===== src/rtl/wash_run.sv =====
// Execution stage of the washing machine: charges the job price against the
// balance, then runs WASH -> RINSE -> SPIN on a one-second tick with lid/button pause.
module wash_run #(
  parameter int TICK_CYC = 100000000
) (
  input  logic        clk,
  input  logic        rst,
  input  logic        start,
  input  logic [11:0] bal_in,
  input  logic [1:0]  mode,
  input  logic [4:0]  weight,
  input  logic        lid_open,
  input  logic        pause_btn,
  output logic        busy,
  output logic        done,
  output logic        charge_err,
  output logic [11:0] bal_out,
  output logic [3:0]  n0,
  output logic [3:0]  n1,
  output logic [3:0]  n2,
  output logic [3:0]  n3,
  output logic [3:0]  n5,
  output logic [3:0]  n6,
  output logic [3:0]  n7,
  output logic [3:0]  n8,
  output logic [2:0]  st_light
);

  localparam int CW = (TICK_CYC > 1) ? $clog2(TICK_CYC) : 1;
  localparam logic [CW-1:0] TICK_LAST = CW'(TICK_CYC - 1);

  localparam logic [2:0] S_IDLE   = 3'd0;
  localparam logic [2:0] S_CHARGE = 3'd1;
  localparam logic [2:0] S_WASH   = 3'd2;
  localparam logic [2:0] S_RINSE  = 3'd3;
  localparam logic [2:0] S_SPIN   = 3'd4;
  localparam logic [2:0] S_PAUSE  = 3'd5;
  localparam logic [2:0] S_DONE   = 3'd6;

  localparam logic [3:0] D_MINUS = 4'd10;
  localparam logic [3:0] D_BLANK = 4'hb;

  function automatic logic [5:0] wash_secs(input logic [1:0] m, input logic [4:0] w);
    case (m)
      2'd0:    wash_secs = 6'd10 + {1'b0, w};
      2'd1:    wash_secs = 6'd20 + {1'b0, w};
      2'd2:    wash_secs = 6'd30 + {1'b0, w};
      default: wash_secs = 6'd0;
    endcase
  endfunction

  function automatic logic [5:0] rinse_secs(input logic [1:0] m);
    case (m)
      2'd0:    rinse_secs = 6'd5;
      2'd1:    rinse_secs = 6'd10;
      2'd2:    rinse_secs = 6'd15;
      default: rinse_secs = 6'd0;
    endcase
  endfunction

  function automatic logic [5:0] spin_secs(input logic [1:0] m);
    spin_secs = (m == 2'd0) ? 6'd5 : 6'd10;
  endfunction

  function automatic logic [5:0] base_price(input logic [1:0] m);
    case (m)
      2'd0:    base_price = 6'd5;
      2'd1:    base_price = 6'd8;
      2'd2:    base_price = 6'd12;
      default: base_price = 6'd3;
    endcase
  endfunction

  logic [2:0]    state, next_state, ret_state;
  logic          start_q;
  logic [1:0]    mode_q;
  logic [4:0]    weight_q, weight_clamped;
  logic [6:0]    total_rem, total_c;
  logic [5:0]    phase_rem, load_rem;
  logic [5:0]    wash_c, rinse_c, spin_c, price_c;
  logic [CW-1:0] tick_cnt;
  logic          can_pay, running, pause_req, tick;
  logic [11:0]   disp_mag;

  assign weight_clamped = (weight > 5'd20) ? 5'd20 : weight;
  assign wash_c  = wash_secs(mode_q, weight_q);
  assign rinse_c = rinse_secs(mode_q);
  assign spin_c  = spin_secs(mode_q);
  assign price_c = base_price(mode_q) + {1'b0, weight_q};
  assign total_c = {1'b0, wash_c} + {1'b0, rinse_c} + {1'b0, spin_c};
  assign can_pay = $signed(bal_in) >= $signed({6'd0, price_c});

  assign running   = (state == S_WASH) || (state == S_RINSE) || (state == S_SPIN);
  // A pause request swallows a coincident tick; the counter simply holds.
  assign pause_req = running && (lid_open || pause_btn);
  assign tick      = running && !pause_req && (tick_cnt == TICK_LAST);

  assign busy = running || (state == S_PAUSE);
  assign done = (state == S_DONE);

  // NOTE: every output of an always_comb gets a default first so no latch is inferred.
  always_comb begin
    next_state = state;
    load_rem   = 6'd0;
    case (state)
      S_IDLE: if (start && !start_q) next_state = S_CHARGE;
      S_CHARGE: begin
        if (!can_pay) begin
          next_state = S_IDLE;
        end else if (wash_c != 6'd0) begin
          next_state = S_WASH;
          load_rem   = wash_c;
        end else if (rinse_c != 6'd0) begin
          next_state = S_RINSE;
          load_rem   = rinse_c;
        end else begin
          next_state = S_SPIN;
          load_rem   = spin_c;
        end
      end
      S_WASH, S_RINSE, S_SPIN: begin
        if (pause_req) begin
          next_state = S_PAUSE;
        end else if (tick && phase_rem == 6'd1) begin
          if (state == S_WASH && rinse_c != 6'd0) begin
            next_state = S_RINSE;
            load_rem   = rinse_c;
          end else if (state != S_SPIN) begin
            next_state = S_SPIN;
            load_rem   = spin_c;
          end else begin
            next_state = S_DONE;
          end
        end
      end
      S_PAUSE: if (pause_btn && !lid_open) next_state = ret_state;
      S_DONE:  if (lid_open) next_state = S_IDLE;
      default: next_state = S_IDLE;
    endcase
  end

  always_ff @(posedge clk or posedge rst) begin
    if (rst) begin
      state      <= S_IDLE;
      ret_state  <= S_IDLE;
      start_q    <= 1'b0;
      mode_q     <= 2'd0;
      weight_q   <= 5'd0;
      bal_out    <= 12'd0;
      charge_err <= 1'b0;
      total_rem  <= 7'd0;
      phase_rem  <= 6'd0;
      tick_cnt   <= '0;
      st_light   <= 3'b001;
    end else begin
      state      <= next_state;
      start_q    <= start;
      charge_err <= 1'b0;

      if (state == S_IDLE && next_state == S_CHARGE) begin
        mode_q   <= mode;
        weight_q <= weight_clamped;
      end

      if (state == S_CHARGE) begin
        if (can_pay) begin
          bal_out   <= bal_in - {6'd0, price_c};
          total_rem <= total_c;
          phase_rem <= load_rem;
          tick_cnt  <= '0;
        end else begin
          bal_out    <= bal_in;
          charge_err <= 1'b1;
        end
      end

      if (pause_req) begin
        ret_state <= state;
      end else if (running) begin
        // The sub-second counter free-runs across phase changes.
        tick_cnt <= tick ? '0 : tick_cnt + 1'b1;
        if (tick) begin
          total_rem <= total_rem - 7'd1;
          phase_rem <= (phase_rem == 6'd1) ? load_rem : phase_rem - 6'd1;
        end
      end

      case (next_state)
        S_IDLE:           st_light <= 3'b001;
        S_WASH, S_RINSE:  st_light <= 3'b010;
        S_SPIN:           st_light <= 3'b100;
        S_PAUSE:          st_light <= 3'b111;
        S_DONE:           st_light <= 3'b000;
        default:          ;
      endcase
    end
  end

  // Right display: n0 is the sign slot, n1 units, n2 tens, n3 hundreds.
  always_comb begin
    disp_mag = {5'd0, total_rem};
    n0       = D_BLANK;
    if (state == S_IDLE) begin
      if (bal_out[11]) begin
        disp_mag = -bal_out;
        n0       = D_MINUS;
      end else begin
        disp_mag = bal_out;
      end
    end
    n1 = 4'(disp_mag % 12'd10);
    n2 = 4'((disp_mag / 12'd10) % 12'd10);
    n3 = 4'((disp_mag / 12'd100) % 12'd10);
    if (state != S_IDLE && n3 == 4'd0) n3 = D_BLANK;
  end

  always_comb begin
    n5 = D_BLANK;
    n6 = D_BLANK;
    n7 = D_BLANK;
    n8 = D_BLANK;
    if (state != S_IDLE) begin
      n8 = {2'b00, mode_q};
      case (state)
        S_WASH:  n7 = 4'd1;
        S_RINSE: n7 = 4'd2;
        S_SPIN:  n7 = 4'd3;
        default: n7 = 4'd0;
      endcase
      if (state == S_PAUSE) n6 = D_MINUS;
    end
  end

endmodule

===== config.mk =====
export PLATFORM = sky130hd
export DESIGN_NAME = wash_run
export DESIGN_NICKNAME = d
export VERILOG_FILES = /design/src/rtl/wash_run.sv
export SDC_FILE = /design/constraint.sdc
export NUM_CORES = 1
export LEC_CHECK = 0
export CAP_MARGIN = 10
export CORE_MARGIN = 2
export CORE_UTILIZATION = 45
export CTS_CLUSTER_SIZE = 20
export DETAILED_ROUTE_END_ITERATION = 8
export PLACE_DENSITY = 0.71
export SLEW_MARGIN = 5
export SYNTH_ARGS = -nofsm -noshare
export SYNTH_HDL_FRONTEND = slang
export SYNTH_SLANG_ARGS = --single-unit
export TNS_END_PERCENT = 50

===== constraint.sdc =====
create_clock -name clk -period 7.8 [get_ports clk]
set_clock_uncertainty 0.15 [all_clocks]
set_input_delay 1.56 -clock clk [delete_from_list [all_inputs] [get_ports clk]]
set_output_delay 1.56 -clock clk [all_outputs]
set_load 0.01 [all_outputs]

Word level (Yosys, flattened, before mapping)
Index checks and enable logic that the tools add are counted.
{"block": "classes", "reduce_logical": 26, "shift": 0, "mul": 0, "add_sub_neg": 11, "n_eq_ne": 17, "bitwise": 0, "n_mux": 53, "magnitude_cmp": 2, "div": 5}
{"op": "two-way mux 27 bit", "count": 5}
{"op": "two-way mux 6 bit", "count": 11}
{"op": "remainder unit 12 x 4 -> 12 bit (second input constant)", "count": 3}
{"op": "two-way mux 12 bit", "count": 3}
{"op": "two-way mux 7 bit", "count": 5}
{"op": "one-hot mux 3 bit (5 select lines)", "count": 2}
{"op": "adder 27 x 1 -> 27 bit (second input constant)", "count": 1}
{"op": "equality test 27 bit (second input constant)", "count": 1}
{"op": "two-way mux 3 bit", "count": 9}
{"op": "one-hot mux 4 bit (3 select lines)", "count": 2}
{"op": "two-way mux 4 bit", "count": 5}
{"op": "equality test 3 bit (second input constant)", "count": 6}
{"op": "one-hot mux 6 bit (3 select lines)", "count": 1}
{"op": "adder 5 x 5 -> 6 bit (first input constant)", "count": 2}
{"op": "divider 12 x 4 -> 12 bit (second input constant)", "count": 1}
{"op": "divider 12 x 7 -> 12 bit (second input constant)", "count": 1}
{"op": "equality test 3 x 2 -> 1 bit (second input constant)", "count": 4}
{"op": "greater-or-equal comparator 12 x 7 -> 1 bit", "count": 1}
{"op": "negator 12 bit", "count": 1}
{"op": "one-hot mux 6 bit (2 select lines)", "count": 1}
{"op": "nonzero test 6 bit", "count": 2}
{"op": "subtractor 12 x 6 -> 12 bit", "count": 1}
{"op": "logical AND 1 bit", "count": 9}
{"op": "adder 6 x 6 -> 7 bit", "count": 1}
{"op": "other kinds (24)", "count": 36}
{"block": "word_totals", "latch_bits": 0, "output_inout_bits": 50, "n_memories": 0, "mem_bits_rw": 0, "elab_cells": 125, "reg_bits": 70, "romBits": 0, "inputBits": 24}

Depth between registers and ports, before layout
{"block": "logic_depth", "ltp_word": 15, "mapped_depth": 28}

Worst setup path after synthesis
OpenSTA, ideal clock, no wires.
{"block": "synth_path", "path_kind": "reg2out", "start": "register bal_out[2]", "end": "output port n3[2]", "arrival_ns": 5.334, "required_ns": 6.090, "stages_incl_launch_ff": 23, "path_buffers": 3, "setup_slack_ns": 0.756, "path_cell_list": "dfrtp_1 -> buf_6 -> or3_4 -> o41a_1 -> mux2i_4 -> a31oi_1 -> o21ai_4 -> or3_4 -> a22oi_2 -> o22a_1 -> a211oi_2 -> or4_1 -> buf_4 -> o31ai_2 -> a21bo_1 -> buf_6 -> o211ai_2 -> a211oi_2 -> nand4_1 -> o211ai_2 -> ha_1 -> a21o_1 -> a22oi_1"}
{"block": "synth_between", "elab_chain_len": 8}
{"element": "start: declaration", "line_no": "17", "source": "output logic [11:0] bal_out,"}
{"element": "start signal: assignment", "line_no": "167", "source": "bal_out <= bal_in - {6'd0, price_c};"}
{"element": "start signal: assignment", "line_no": "172", "source": "bal_out <= bal_in;"}
{"element": "negator 12 bit", "line_no": "205", "source": "disp_mag = -bal_out;"}
{"element": "two-way mux 12 bit *", "line_no": "204", "source": "if (bal_out[11]) begin"}
{"element": "two-way mux 12 bit *", "line_no": "203", "source": "if (state == S_IDLE) begin"}
{"element": "divider 12 x 7 -> 12 bit *", "line_no": "213", "source": "n3 = 4'((disp_mag / 12'd100) % 12'd10);"}
{"element": "remainder unit 12 x 4 -> 12 bit *", "line_no": "213"}
{"element": "logical NOT 4 bit", "line_no": "214", "source": "if (state != S_IDLE && n3 == 4'd0) n3 = D_BLANK;"}
{"element": "logical AND 1 bit", "line_no": "214"}
{"element": "two-way mux 4 bit *", "line_no": "214"}
{"element": "end: declaration", "line_no": "21", "source": "output logic [3:0] n3,"}
Every way passes the cells marked *; elsewhere a longest branch is shown, timed or not.

Final worst setup path
{"block": "layout_path", "start": "register bal_out[4]", "end": "output port n3[3]"}
The elaborated chain is that of the path after synthesis.

==> results.sh <==
export IMPL_path_common_cell="buf_4"
export IMPL_critPathKind="reg2out"
export IMPL_ff_latch_area_mm2=0.00176
export IMPL_antennaDiodeCount=0
export IMPL_tightestPinTransition_ps=986
export IMPL_clk_root_buffer_cell="clkbuf_16"
export IMPL_vias_per_cell=5.96
export IMPL_hold_path_endpoint="st_light[0]"
export IMPL_first_pass_iters=5
export IMPL_cts_tree="yes"
export IMPL_crit_chain="or3_4 -> o41a_1 -> mux2i_4 -> a31oi_4 -> o21ai_4 -> buf_4 -> nor3_1 -> a32o_1 -> a211oi_4 -> buf_4 -> nor3_1 -> or4_4 -> o221a_1 -> a21bo_4 -> buf_4 -> a21oi_1 -> a211oi_2 -> nand4_1 -> o211ai_2 -> ha_1 -> o21a_1 -> o22ai_1 -> clkdlybuf4s50_1"
export IMPL_grt_usage=0.235
export IMPL_final_max_slew_viol_count=0
export IMPL_grt_pass1_vias=7426
export IMPL_routed_wirelength_um=21300
export IMPL_fp_row_count=48
export IMPL_avgSynthCellArea_um2=7.60
export IMPL_critPathLaunchType="flip-flop"
export IMPL_synth_common_cells="o21ai_0, nand2_1, nor2_1, a21oi_1, dfrtp_1"
export IMPL_drc_errors=0
export IMPL_area_growth_pct=19.9
export IMPL_wl_per_cell_um=16.1
export IMPL_synth_most_common_cell="o21ai_0"
export IMPL_r2r_end="tick_cnt[10]"
export IMPL_r2r_slack_ps=2500
export IMPL_slowest_delay_ps=550
export IMPL_floorplan_initialDensity=0.455
export IMPL_drt_initial_drc_count=725
export IMPL_antenna_found_initial=0
export IMPL_insertion_delay_ps=340
export IMPL_synth_area_leaders="dfrtp_1, o21ai_0, ha_1"
export IMPL_startpoint="bal_out[4]"
export IMPL_nFillCells=1603
export IMPL_cts_inserted_buffers=9
export IMPL_synth_top_cell_area_share=0.222
export IMPL_crit_arrival_ps=6040
export IMPL_synthFlopType="dfrtp_1"
export IMPL_cp_num_buf_inv=4
export IMPL_overflow=0
export IMPL_synth_top_cell_by_area="dfrtp_1"
export IMPL_cp_slowest_cell="clkdlybuf4s50_1"
export IMPL_rsz0062_at_grt="yes"
export IMPL_cp_top_family="compound AO/OA/AOI/OAI gates"
export IMPL_syn_inst=1022
export IMPL_die_y_um=135
export IMPL_max_cap_violations=0
export IMPL_ant_nets=0
export IMPL_slew_headroom=0.343
export IMPL_path_clk_slew_ps=60
export IMPL_hold_viol=0
export IMPL_hold_buffers=0
export IMPL_cp_end_kind="primary output"
export IMPL_status="completed"
export IMPL_syn_area_mm2=0.00776
export IMPL_synth_edf_count=0
export IMPL_grt_pass1_wl_um=35700
export IMPL_dieArea_mm2=0.0183
export IMPL_utilization=0.546
export IMPL_place_hpwl_um=15600
export IMPL_timing_rr_start="mode_q[0]"
export IMPL_ios=74
export IMPL_crit_required_ps=6090
export IMPL_nNetsFinal=1161
export IMPL_min_from="st_light[0]"
export IMPL_core_mm2=0.0171
export IMPL_design_area_mm2=0.00931
export IMPL_max_clock_freq_mhz=129
export IMPL_path_max_fanout=7
export IMPL_hold_worst_slack_ps=333
export IMPL_min_period_over_period=0.994
export IMPL_cts_htree_levels=3
export IMPL_ys_warnings_count=0
export IMPL_setup_viol=0
export IMPL_synth_seq_area_share=0.226
export IMPL_die_x_um=135
export IMPL_holdPathStages=2
export IMPL_multi_input_area_mm2=0.00571
export IMPL_ys_types=103
export IMPL_grt_max_degree=71
export IMPL_vias=7908
export IMPL_hp_class="reg2reg"
export IMPL_ff2ff_path_depth=18
export IMPL_ys_async_sr_fraction=1.00
export IMPL_fin_crit_ps=7750
export IMPL_drive_above_1_share=0.141
export IMPL_clock_path_buffers=2
export IMPL_cts_sinks=70
export IMPL_io_buffers=61
export IMPL_dpl_instance_area_mm2=0.00871
export IMPL_gp_routability_congestion=0.905
export IMPL_synth_seq_cells=70
-- through the flow --
stage / setup WS [ps] / instances / TNS [ps]
6_report: 48.8 / 1327 / 0
5_1_grt: -205 / 1327 / -363
4_1_cts: 82.6 / 1324 / 0
3_5_place_dp: 73.1 / 1299 / 0
3_3_place_gp: 152 / 1299 / 0
2_1_floorplan: 756 / 1032 / 0
-- cell usage in the layout (no fill, tap or decap), drive strengths merged, types with 9 or more instances in the layout --
cell type      count
nand2            107
clkdlybuf4s50     59
inv               39
nand3             32
mux2i             13
a21o              17
dfrtp             69
and3              20
a31oi             13
buf               63
nand4             15
or3                9
o211ai            14
nor2             106
a21oi             74
a211oi            21
nand2b             9
conb              12
nor4              11
and2              12
clkbuf            10
o21ai            123
o31ai             13
xnor2             32
nor3              28
ha                34
xor2              21
-- final cells by class --
type,count,area share
well taps,225,0.0302
repair buffers,124,0.117
clock buffers,10,0.0257
clock inverters,5,0.00901
inverters,40,0.0167
multi-input cells,853,0.613
flip-flops and latches,70,0.189
-- flip-flops by register name, summed over array words and instances (netlist names) --
register,cells
bal_out,12
charge_err,1
mode_q,2
phase_rem,6
ret_state,3
st_light,3
start_q,1
state,3
tick_cnt,27
total_rem,7
weight_q,5
-- per-layer routing --
layer | up-vias | global-route usage | part of all wire
li1 | 3869 | - | -
met4 | 0 | 0.0689 | 0.018
met3 | 35 | 0.0296 | 0.046
met2 | 252 | 0.410 | 0.49
met1 | 3752 | 0.306 | 0.44
met5 | - | 0 | 0
-- worst min-delay path, cell delays in order (launching register included) --
cell and delay [ps]:
dfstp_2 370, inv_1 40, a221oi_1 70
-- cell families (layout without fill, tap and decap cells) --
family,Yosys count,after routing,synth area share
xor+xnor,52,53,0.0635
flops,70,70,0.226
other cells,2,12,0.000967
simple gates,380,380,0.240
buf+inv,110,179,0.0675
mux,16,16,0.0243
compound gates,351,351,0.308
fa+ha+maj,41,41,0.0703
-- how the worst max path moves through the flow --
stage	cells after the start	slack [ps]	end
after floorplan	22	760	n3[2]
after global placement	21	150	n3[2]
after detailed placement	21	70	n3[2]
after CTS	20	80	n2[1]
after global routing	23	-200	n3[3]
final	23	50	n3[3]
-- what timing repair did --
item,in CTS,in global routing
setup endpoints to repair,5,6
setup buffers,9,3
pin swaps,6,4
cloned,1,0
resized for setup,14,19
Power is not shown: default switching activity piles up to over one toggle a cycle in this logic, so the estimate is an artifact.
